===== src/rtl/conv_ctrl_axil_mc.sv =====
// AXI4-Lite control/status slave for the KxK convolution filter: CTRL/STATUS/counters plus
// shadowed coefficients. Build macro CONV_CTRL_CYCLE_CNT_EN adds the RUN cycle counter at 0x0C.
module conv_ctrl_axil_mc #(
  parameter int unsigned DATA_WIDTH = 32,
  parameter int unsigned ADDR_WIDTH = 6,
  parameter int unsigned K          = 3,
  parameter int unsigned COEF_WIDTH = 8
) (
  input  logic                        clk,
  input  logic                        rst_n,
  input  logic [ADDR_WIDTH-1:0]       s_axi_control_awaddr,
  input  logic                        s_axi_control_awvalid,
  output logic                        s_axi_control_awready,
  input  logic [DATA_WIDTH-1:0]       s_axi_control_wdata,
  input  logic [DATA_WIDTH/8-1:0]     s_axi_control_wstrb,
  input  logic                        s_axi_control_wvalid,
  output logic                        s_axi_control_wready,
  output logic [1:0]                  s_axi_control_bresp,
  output logic                        s_axi_control_bvalid,
  input  logic                        s_axi_control_bready,
  input  logic [ADDR_WIDTH-1:0]       s_axi_control_araddr,
  input  logic                        s_axi_control_arvalid,
  output logic                        s_axi_control_arready,
  output logic [DATA_WIDTH-1:0]       s_axi_control_rdata,
  output logic [1:0]                  s_axi_control_rresp,
  output logic                        s_axi_control_rvalid,
  input  logic                        s_axi_control_rready,
  input  logic                        tlast,
  output logic                        start,
  output logic                        run,
  output logic                        irq,
  output logic [K*K*COEF_WIDTH-1:0]   filter_weights
);

  localparam int unsigned NumCoef  = K * K;
  localparam int unsigned StrbW    = DATA_WIDTH / 8;
  localparam int unsigned WgtW     = NumCoef * COEF_WIDTH;
  localparam int unsigned CoefBase = 4;
  localparam int unsigned RegEnd   = CoefBase + NumCoef;

  localparam logic [1:0] StIdle = 2'd0;
  localparam logic [1:0] StRun  = 2'd1;
  localparam logic [1:0] StDone = 2'd2;

  localparam logic [1:0] RespOkay   = 2'b00;
  localparam logic [1:0] RespSlverr = 2'b10;

  // Write channel state
  logic                  aw_held_q, aw_held_d;
  logic                  w_held_q, w_held_d;
  logic                  bvalid_q, bvalid_d;
  logic [1:0]            bresp_q, bresp_d;
  logic [ADDR_WIDTH-3:0] aw_idx_q, aw_idx_d;
  logic [DATA_WIDTH-1:0] wdata_q, wdata_d;
  logic [StrbW-1:0]      wstrb_q, wstrb_d;

  // Read channel state
  logic                  rvalid_q, rvalid_d;
  logic [1:0]            rresp_q, rresp_d;
  logic [DATA_WIDTH-1:0] rdata_q, rdata_d;

  // Register file and FSM
  logic [1:0]            state_q, state_d;
  logic                  start_q, start_d;
  logic                  ctrl_irq_en_q, ctrl_irq_en_d;
  logic                  ctrl_auto_q, ctrl_auto_d;
  logic                  done_q, done_d;
  logic [DATA_WIDTH-1:0] frame_cnt_q, frame_cnt_d;
  logic [WgtW-1:0]       coef_q, coef_d;
  logic [WgtW-1:0]       shadow_q, shadow_d;
  logic [DATA_WIDTH-1:0] cycle_cnt;

  logic                  aw_fire, w_fire, wr_go, b_done, ar_fire, r_done;
  logic [31:0]           wr_sel, rd_sel;
  logic                  wr_mapped;
  logic [DATA_WIDTH-1:0] wr_mask;
  logic                  start_req, done_set, done_clr, reload;
  logic [DATA_WIDTH-1:0] rd_word;
  logic                  rd_hit;
  logic                  unused_bits;

  assign aw_fire = s_axi_control_awvalid & ~aw_held_q;
  assign w_fire  = s_axi_control_wvalid & ~w_held_q;
  // Commit fires once, in the cycle after both beats are held, and raises bvalid.
  assign wr_go   = aw_held_q & w_held_q & ~bvalid_q;
  assign b_done  = bvalid_q & s_axi_control_bready;
  assign ar_fire = s_axi_control_arvalid & ~rvalid_q;
  assign r_done  = rvalid_q & s_axi_control_rready;

  assign wr_sel    = 32'(aw_idx_q);
  assign rd_sel    = 32'(s_axi_control_araddr[ADDR_WIDTH-1:2]);
  assign wr_mapped = (wr_sel < RegEnd);

  always_comb begin
    wr_mask = '0;
    for (int unsigned b = 0; b < StrbW; b++) begin
      wr_mask[b*8 +: 8] = {8{wstrb_q[b]}};
    end
  end

  always_comb begin
    aw_held_d = aw_held_q;
    w_held_d  = w_held_q;
    bvalid_d  = bvalid_q;
    bresp_d   = bresp_q;
    aw_idx_d  = aw_idx_q;
    wdata_d   = wdata_q;
    wstrb_d   = wstrb_q;
    if (aw_fire) begin
      aw_held_d = 1'b1;
      aw_idx_d  = s_axi_control_awaddr[ADDR_WIDTH-1:2];
    end
    if (w_fire) begin
      w_held_d = 1'b1;
      wdata_d  = s_axi_control_wdata;
      wstrb_d  = s_axi_control_wstrb;
    end
    if (wr_go) begin
      bvalid_d = 1'b1;
      bresp_d  = wr_mapped ? RespOkay : RespSlverr;
    end
    if (b_done) begin
      bvalid_d  = 1'b0;
      aw_held_d = 1'b0;
      w_held_d  = 1'b0;
    end
  end

  always_comb begin
    ctrl_irq_en_d = ctrl_irq_en_q;
    ctrl_auto_d   = ctrl_auto_q;
    coef_d        = coef_q;
    shadow_d      = shadow_q;
    state_d       = state_q;
    done_d        = done_q;
    frame_cnt_d   = frame_cnt_q;
    start_req     = 1'b0;
    done_set      = 1'b0;
    done_clr      = 1'b0;
    reload        = 1'b0;

    if (wr_go) begin
      if (wr_sel == 32'd0) begin
        if (wr_mask[1]) ctrl_irq_en_d = wdata_q[1];
        if (wr_mask[2]) ctrl_auto_d = wdata_q[2];
        start_req = wr_mask[0] & wdata_q[0];
      end
      if (wr_sel == 32'd1) begin
        done_clr = wr_mask[2] & wdata_q[2];
      end
      for (int unsigned i = 0; i < NumCoef; i++) begin
        if (wr_sel == CoefBase + i) begin
          coef_d[i*COEF_WIDTH +: COEF_WIDTH] =
            (coef_q[i*COEF_WIDTH +: COEF_WIDTH] & ~wr_mask[COEF_WIDTH-1:0]) |
            (wdata_q[COEF_WIDTH-1:0] & wr_mask[COEF_WIDTH-1:0]);
        end
      end
    end

    // A start write outside IDLE is simply dropped; the bit never reads back as 1.
    case (state_q)
      StIdle: begin
        if (start_req) begin
          state_d = StRun;
          reload  = 1'b1;
        end
      end
      StRun: begin
        if (tlast) begin
          state_d     = StDone;
          done_set    = 1'b1;
          frame_cnt_d = frame_cnt_q + DATA_WIDTH'(1);
        end
      end
      StDone: begin
        if (ctrl_auto_q) begin
          state_d = StRun;
          reload  = 1'b1;
        end else begin
          state_d = StIdle;
        end
      end
      default: state_d = StIdle;
    endcase

    // Shadow samples the pre-write coefficients, so a same-cycle COEF write waits a frame.
    if (reload) shadow_d = coef_q;
    if (done_set) begin
      done_d = 1'b1;
    end else if (done_clr) begin
      done_d = 1'b0;
    end
  end

  assign start_d = reload;

`ifdef CONV_CTRL_CYCLE_CNT_EN
  logic [DATA_WIDTH-1:0] cycle_cnt_q, cycle_cnt_d;

  always_comb begin
    cycle_cnt_d = cycle_cnt_q;
    if (reload) begin
      cycle_cnt_d = '0;
    end else if ((state_q == StRun) && (cycle_cnt_q != '1)) begin
      cycle_cnt_d = cycle_cnt_q + DATA_WIDTH'(1);
    end
  end

  always_ff @(posedge clk) begin
    if (!rst_n) begin
      cycle_cnt_q <= '0;
    end else begin
      cycle_cnt_q <= cycle_cnt_d;
    end
  end

  assign cycle_cnt = cycle_cnt_q;
`else
  assign cycle_cnt = '0;
`endif

  always_comb begin
    rd_word = '0;
    rd_hit  = 1'b1;
    case (rd_sel)
      32'd0: rd_word = DATA_WIDTH'({ctrl_auto_q, ctrl_irq_en_q, 1'b0});
      32'd1: rd_word = DATA_WIDTH'({done_q, state_q});
      32'd2: rd_word = frame_cnt_q;
      32'd3: rd_word = cycle_cnt;
      default: begin
        rd_hit = 1'b0;
        for (int unsigned i = 0; i < NumCoef; i++) begin
          if (rd_sel == CoefBase + i) begin
            rd_hit  = 1'b1;
            rd_word = DATA_WIDTH'(coef_q[i*COEF_WIDTH +: COEF_WIDTH]);
          end
        end
      end
    endcase
  end

  always_comb begin
    rvalid_d = rvalid_q;
    rdata_d  = rdata_q;
    rresp_d  = rresp_q;
    if (ar_fire) begin
      rvalid_d = 1'b1;
      rdata_d  = rd_word;
      rresp_d  = rd_hit ? RespOkay : RespSlverr;
    end
    if (r_done) begin
      rvalid_d = 1'b0;
    end
  end

  always_ff @(posedge clk) begin
    if (!rst_n) begin
      aw_held_q     <= 1'b0;
      w_held_q      <= 1'b0;
      bvalid_q      <= 1'b0;
      bresp_q       <= RespOkay;
      aw_idx_q      <= '0;
      wdata_q       <= '0;
      wstrb_q       <= '0;
      rvalid_q      <= 1'b0;
      rresp_q       <= RespOkay;
      rdata_q       <= '0;
      state_q       <= StIdle;
      start_q       <= 1'b0;
      ctrl_irq_en_q <= 1'b0;
      ctrl_auto_q   <= 1'b0;
      done_q        <= 1'b0;
      frame_cnt_q   <= '0;
      coef_q        <= '0;
      shadow_q      <= '0;
    end else begin
      aw_held_q     <= aw_held_d;
      w_held_q      <= w_held_d;
      bvalid_q      <= bvalid_d;
      bresp_q       <= bresp_d;
      aw_idx_q      <= aw_idx_d;
      wdata_q       <= wdata_d;
      wstrb_q       <= wstrb_d;
      rvalid_q      <= rvalid_d;
      rresp_q       <= rresp_d;
      rdata_q       <= rdata_d;
      state_q       <= state_d;
      start_q       <= start_d;
      ctrl_irq_en_q <= ctrl_irq_en_d;
      ctrl_auto_q   <= ctrl_auto_d;
      done_q        <= done_d;
      frame_cnt_q   <= frame_cnt_d;
      coef_q        <= coef_d;
      shadow_q      <= shadow_d;
    end
  end

  assign s_axi_control_awready = ~aw_held_q;
  assign s_axi_control_wready  = ~w_held_q;
  assign s_axi_control_bvalid  = bvalid_q;
  assign s_axi_control_bresp   = bresp_q;
  assign s_axi_control_arready = ~rvalid_q;
  assign s_axi_control_rvalid  = rvalid_q;
  assign s_axi_control_rdata   = rdata_q;
  assign s_axi_control_rresp   = rresp_q;
  assign start                 = start_q;
  assign run                   = (state_q == StRun);
  assign irq                   = done_q & ctrl_irq_en_q;
  assign filter_weights        = shadow_q;

  // Byte-offset bits and high data/strobe bits beyond the mapped fields carry no state.
  assign unused_bits = ^{s_axi_control_awaddr[1:0], s_axi_control_araddr[1:0], wdata_q, wr_mask};

endmodule


===== config.mk =====
export PLATFORM = sky130hd
export DESIGN_NAME = conv_ctrl_axil_mc
export DESIGN_NICKNAME = d
export VERILOG_FILES = /design/src/rtl/conv_ctrl_axil_mc.sv
export SDC_FILE = /design/constraint.sdc
export NUM_CORES = 1
export LEC_CHECK = 0
export CAP_MARGIN = 20
export CORE_UTILIZATION = 47
export DETAILED_ROUTE_END_ITERATION = 8
export GPL_TIMING_DRIVEN = 0
export PLACE_DENSITY = 0.84
export REMOVE_ABC_BUFFERS = 1
export SYNTH_ARGS = -nofsm -noshare
export SYNTH_HDL_FRONTEND = slang
export SYNTH_SLANG_ARGS = --single-unit

===== constraint.sdc =====
create_clock -name clk -period 1.98 [get_ports clk]
set_clock_uncertainty 0.15 [all_clocks]
set_input_delay 0.198 -clock clk [delete_from_list [all_inputs] [get_ports clk]]
set_output_delay 0.198 -clock clk [all_outputs]
set_load 0.05 [all_outputs]

==> metrics.csv <==
metric,value,unit
status,"complete, but fails checks",
violations,setup timing,
yosysWarningCount,0,
drc,0,
routed_wl,29900,um
ios,172,
yosys.area_share.simple,0.217,
grt_util_all_layers,0.248,
synth_xor_area_frac,0.0237,
regArea,0.00469,sq mm
cts_htree_levels,1,
vias,9068,
pre_cts_ws,-1.08,ns
synth_cells,1107,
synth_edf_count,0,
num_antenna_cells,0,
syn_to_final_growth,34.7,%
io_buffers,138,
fin_tns_setup,-0.993,ns
netlist_top_cells_area,"dfxtp_1 49%, mux2i_1 9.1%, nor2_1 5.7%",
cts.clk_slew.worst_paths,0.06,ns
routedWlPerCell,19.6,um
fp.dieW,145,um
synthMuxAreaShare,0.104,
grt_max_degree,107,
synth_fa_ha_area_frac,0.00782,
p_leak,5.03,nW
nets,1304,
worst_slew_pin_slew,1.17,ns
multiInputGateArea,0.00498,sq mm
startpoint_type,register,
yosys.area.top_type,dfxtp_1,
grt_pass1_vias,8263,
vias_per_cell,5.96,
timing.final.crit_period,2.09,ns
period_share,1.06,
cap_viol_max_count,0,
chipHeight,145,um
async_flop_share,0,
cts_max_path_buffers,3,
rows,51,
postSynthAreaPerCell,8.67,sq um
synth_ff_type,dfxtp_1,
antenna_found_initial,1,
antenna_left,0,
timing_worst_setup_path_type,reg -> reg,
report.final.slew_viol_count,0,
ir_drop,0.625,mV
power_density,759,mW/mm^2
hpwl,16400,um
core,0.0197,sq mm
syn-cell-area,0.00960,sq mm
ys_types,50,
insertion_delay,0.52,ns
drt_first_pass_iters,7,
overflow,0,
gp_congestion,0.813,
crit_fanout,4,
cts_root_buf,clkbuf_16,
slew-limit-headroom,0.218,
final_hold_viol_count,0,
rsz0062_at_grt,yes,
arrival,2.32,ns
yosysSeqAreaShare,0.486,
nFillCells,1420,
fmax,478,MHz
layout-drive-gt1-share,0.158,
required,2.21,ns
drtIter0Drc,1116,
fin_ws,-0.110,ns
yosysTopAreaCellShare,0.486,
setup_viol,38,
synth_compound_area_frac,0.119,
critPathCaptureType,register,
cts_tree,yes,
die_area,0.0210,sq mm
numCtsBuffers,24,
initial_core_util,0.487,
synth_top_family_by_area,simple AND/OR/NAND/NOR gates,
ys_ff_latch,233,
hold_class,in -> reg,
grt_pass1_wl,42800,um
clock_sinks,233,
## final cells by class
cell class / instances / share of cell area
sequential: 233 / 0.363
multi-input combinational: 774 / 0.385
tap: 265 / 0.0257
clock inverter: 3 / 0.00329
inverter: 13 / 0.00416
timing repair buffer: 196 / 0.163
clock buffer: 38 / 0.0561
## cell usage in the layout (no fill, tap or decap), types with 16 or more instances in the layout
| cell | count |
|---|---|
| buf_4 | 22 |
| a21oi_1 | 32 |
| clkdlybuf4s50_1 | 20 |
| o21ai_0 | 36 |
| o21ai_1 | 50 |
| nand3_2 | 36 |
| dfxtp_1 | 222 |
| nand3_1 | 49 |
| a22oi_1 | 25 |
| dlygate4sd2_1 | 114 |
| nor2_1 | 142 |
| mux2i_1 | 84 |
| clkbuf_16 | 30 |
| xor2_1 | 16 |
| nand2_1 | 122 |
## timing repair
item                                   4_1_cts  5_1_grt
setup buffers                               20       15
pin swaps                                   16       25
hold buffers                                 3        0
setup endpoints to repair                  309      134
gates resized for setup                    170      131
endpoints found under the hold margin       25        0
gates cloned                                 3        8
## critical path: stages, from the launching register on
cell and delay [ns]:
dfxtp_2 0.33, nand3b_4 0.18, or4b_4 0.54, buf_12 0.16
nor2_4 0.12, buf_6 0.14, mux2i_1 0.25, nor2_1 0.09
## through the flow
stage               instances  hold WS (ns)   util  instance area, sq um  total power, mW
floorplan                1019         0.158      -                  9250             5.14
global placement         1422         0.306  0.556                 11000             5.37
detailed placement       1432         0.310  0.567                 11200             5.42
CTS                      1499        0.0414  0.626                 12300             9.75
global route             1522        0.0486  0.655                 12900             10.1
finish                   1522        0.0480  0.655                 12900             9.81
## Yosys cell counts (all sizes together), types with 15 or more instances
cell type,instances
o21ai,95
a21oi,33
a22oi,25
nand3,86
mux2i,87
buf,34
nand2,123
dfxtp,233
and3,15
nor3,15
nor2,151
clkbuf,55
xor2,16
## metal layers
metal,vias up,track usage,wire length (um)
li1,4098,-,-
met1,4348,0.304,11700
met2,494,0.416,14300
met3,126,0.0462,2360
met4,2,0.124,1500
met5,-,0,10
## where the power goes
| group | total, mW | switching [mW] | internal, mW |
|---|---|---|---|
| registers | 4.78 | 0.0672 | 4.72 |
| logic | 0.606 | 0.403 | 0.203 |
| clock network | 4.42 | 1.80 | 2.62 |
| total | 9.81 | 2.27 | 7.54 |
## worst paths after layout
check | start | cells after the start | end | slack [ns]
max | s_axi_control_bvalid$_SDFFE_PP0P_ | 7 | register | -0.11
min | rst_n | 4 | filter_weights[22]$_SDFFE_PN0P_ | 0.05
max reg2reg | s_axi_control_bvalid$_SDFFE_PP0P_ | 7 | register | -0.11
min reg2reg | filter_weights[62]$_SDFFE_PN0P_ | 2 | filter_weights[62]$_SDFFE_PN0P_ | 0.30
## logic make-up after synthesis
| kind of cell | Yosys count |
|---|---|
| AOI/OAI and AO/OA | 194 |
| adders and majority gates | 6 |
| other | 1 |
| DFF | 233 |
| buffers and inverters | 102 |
| xor gates and xnor gates | 26 |
| muxes | 95 |
| and+or+nand+nor | 450 |
No activity file was read; power rests on OpenSTA's default activity.
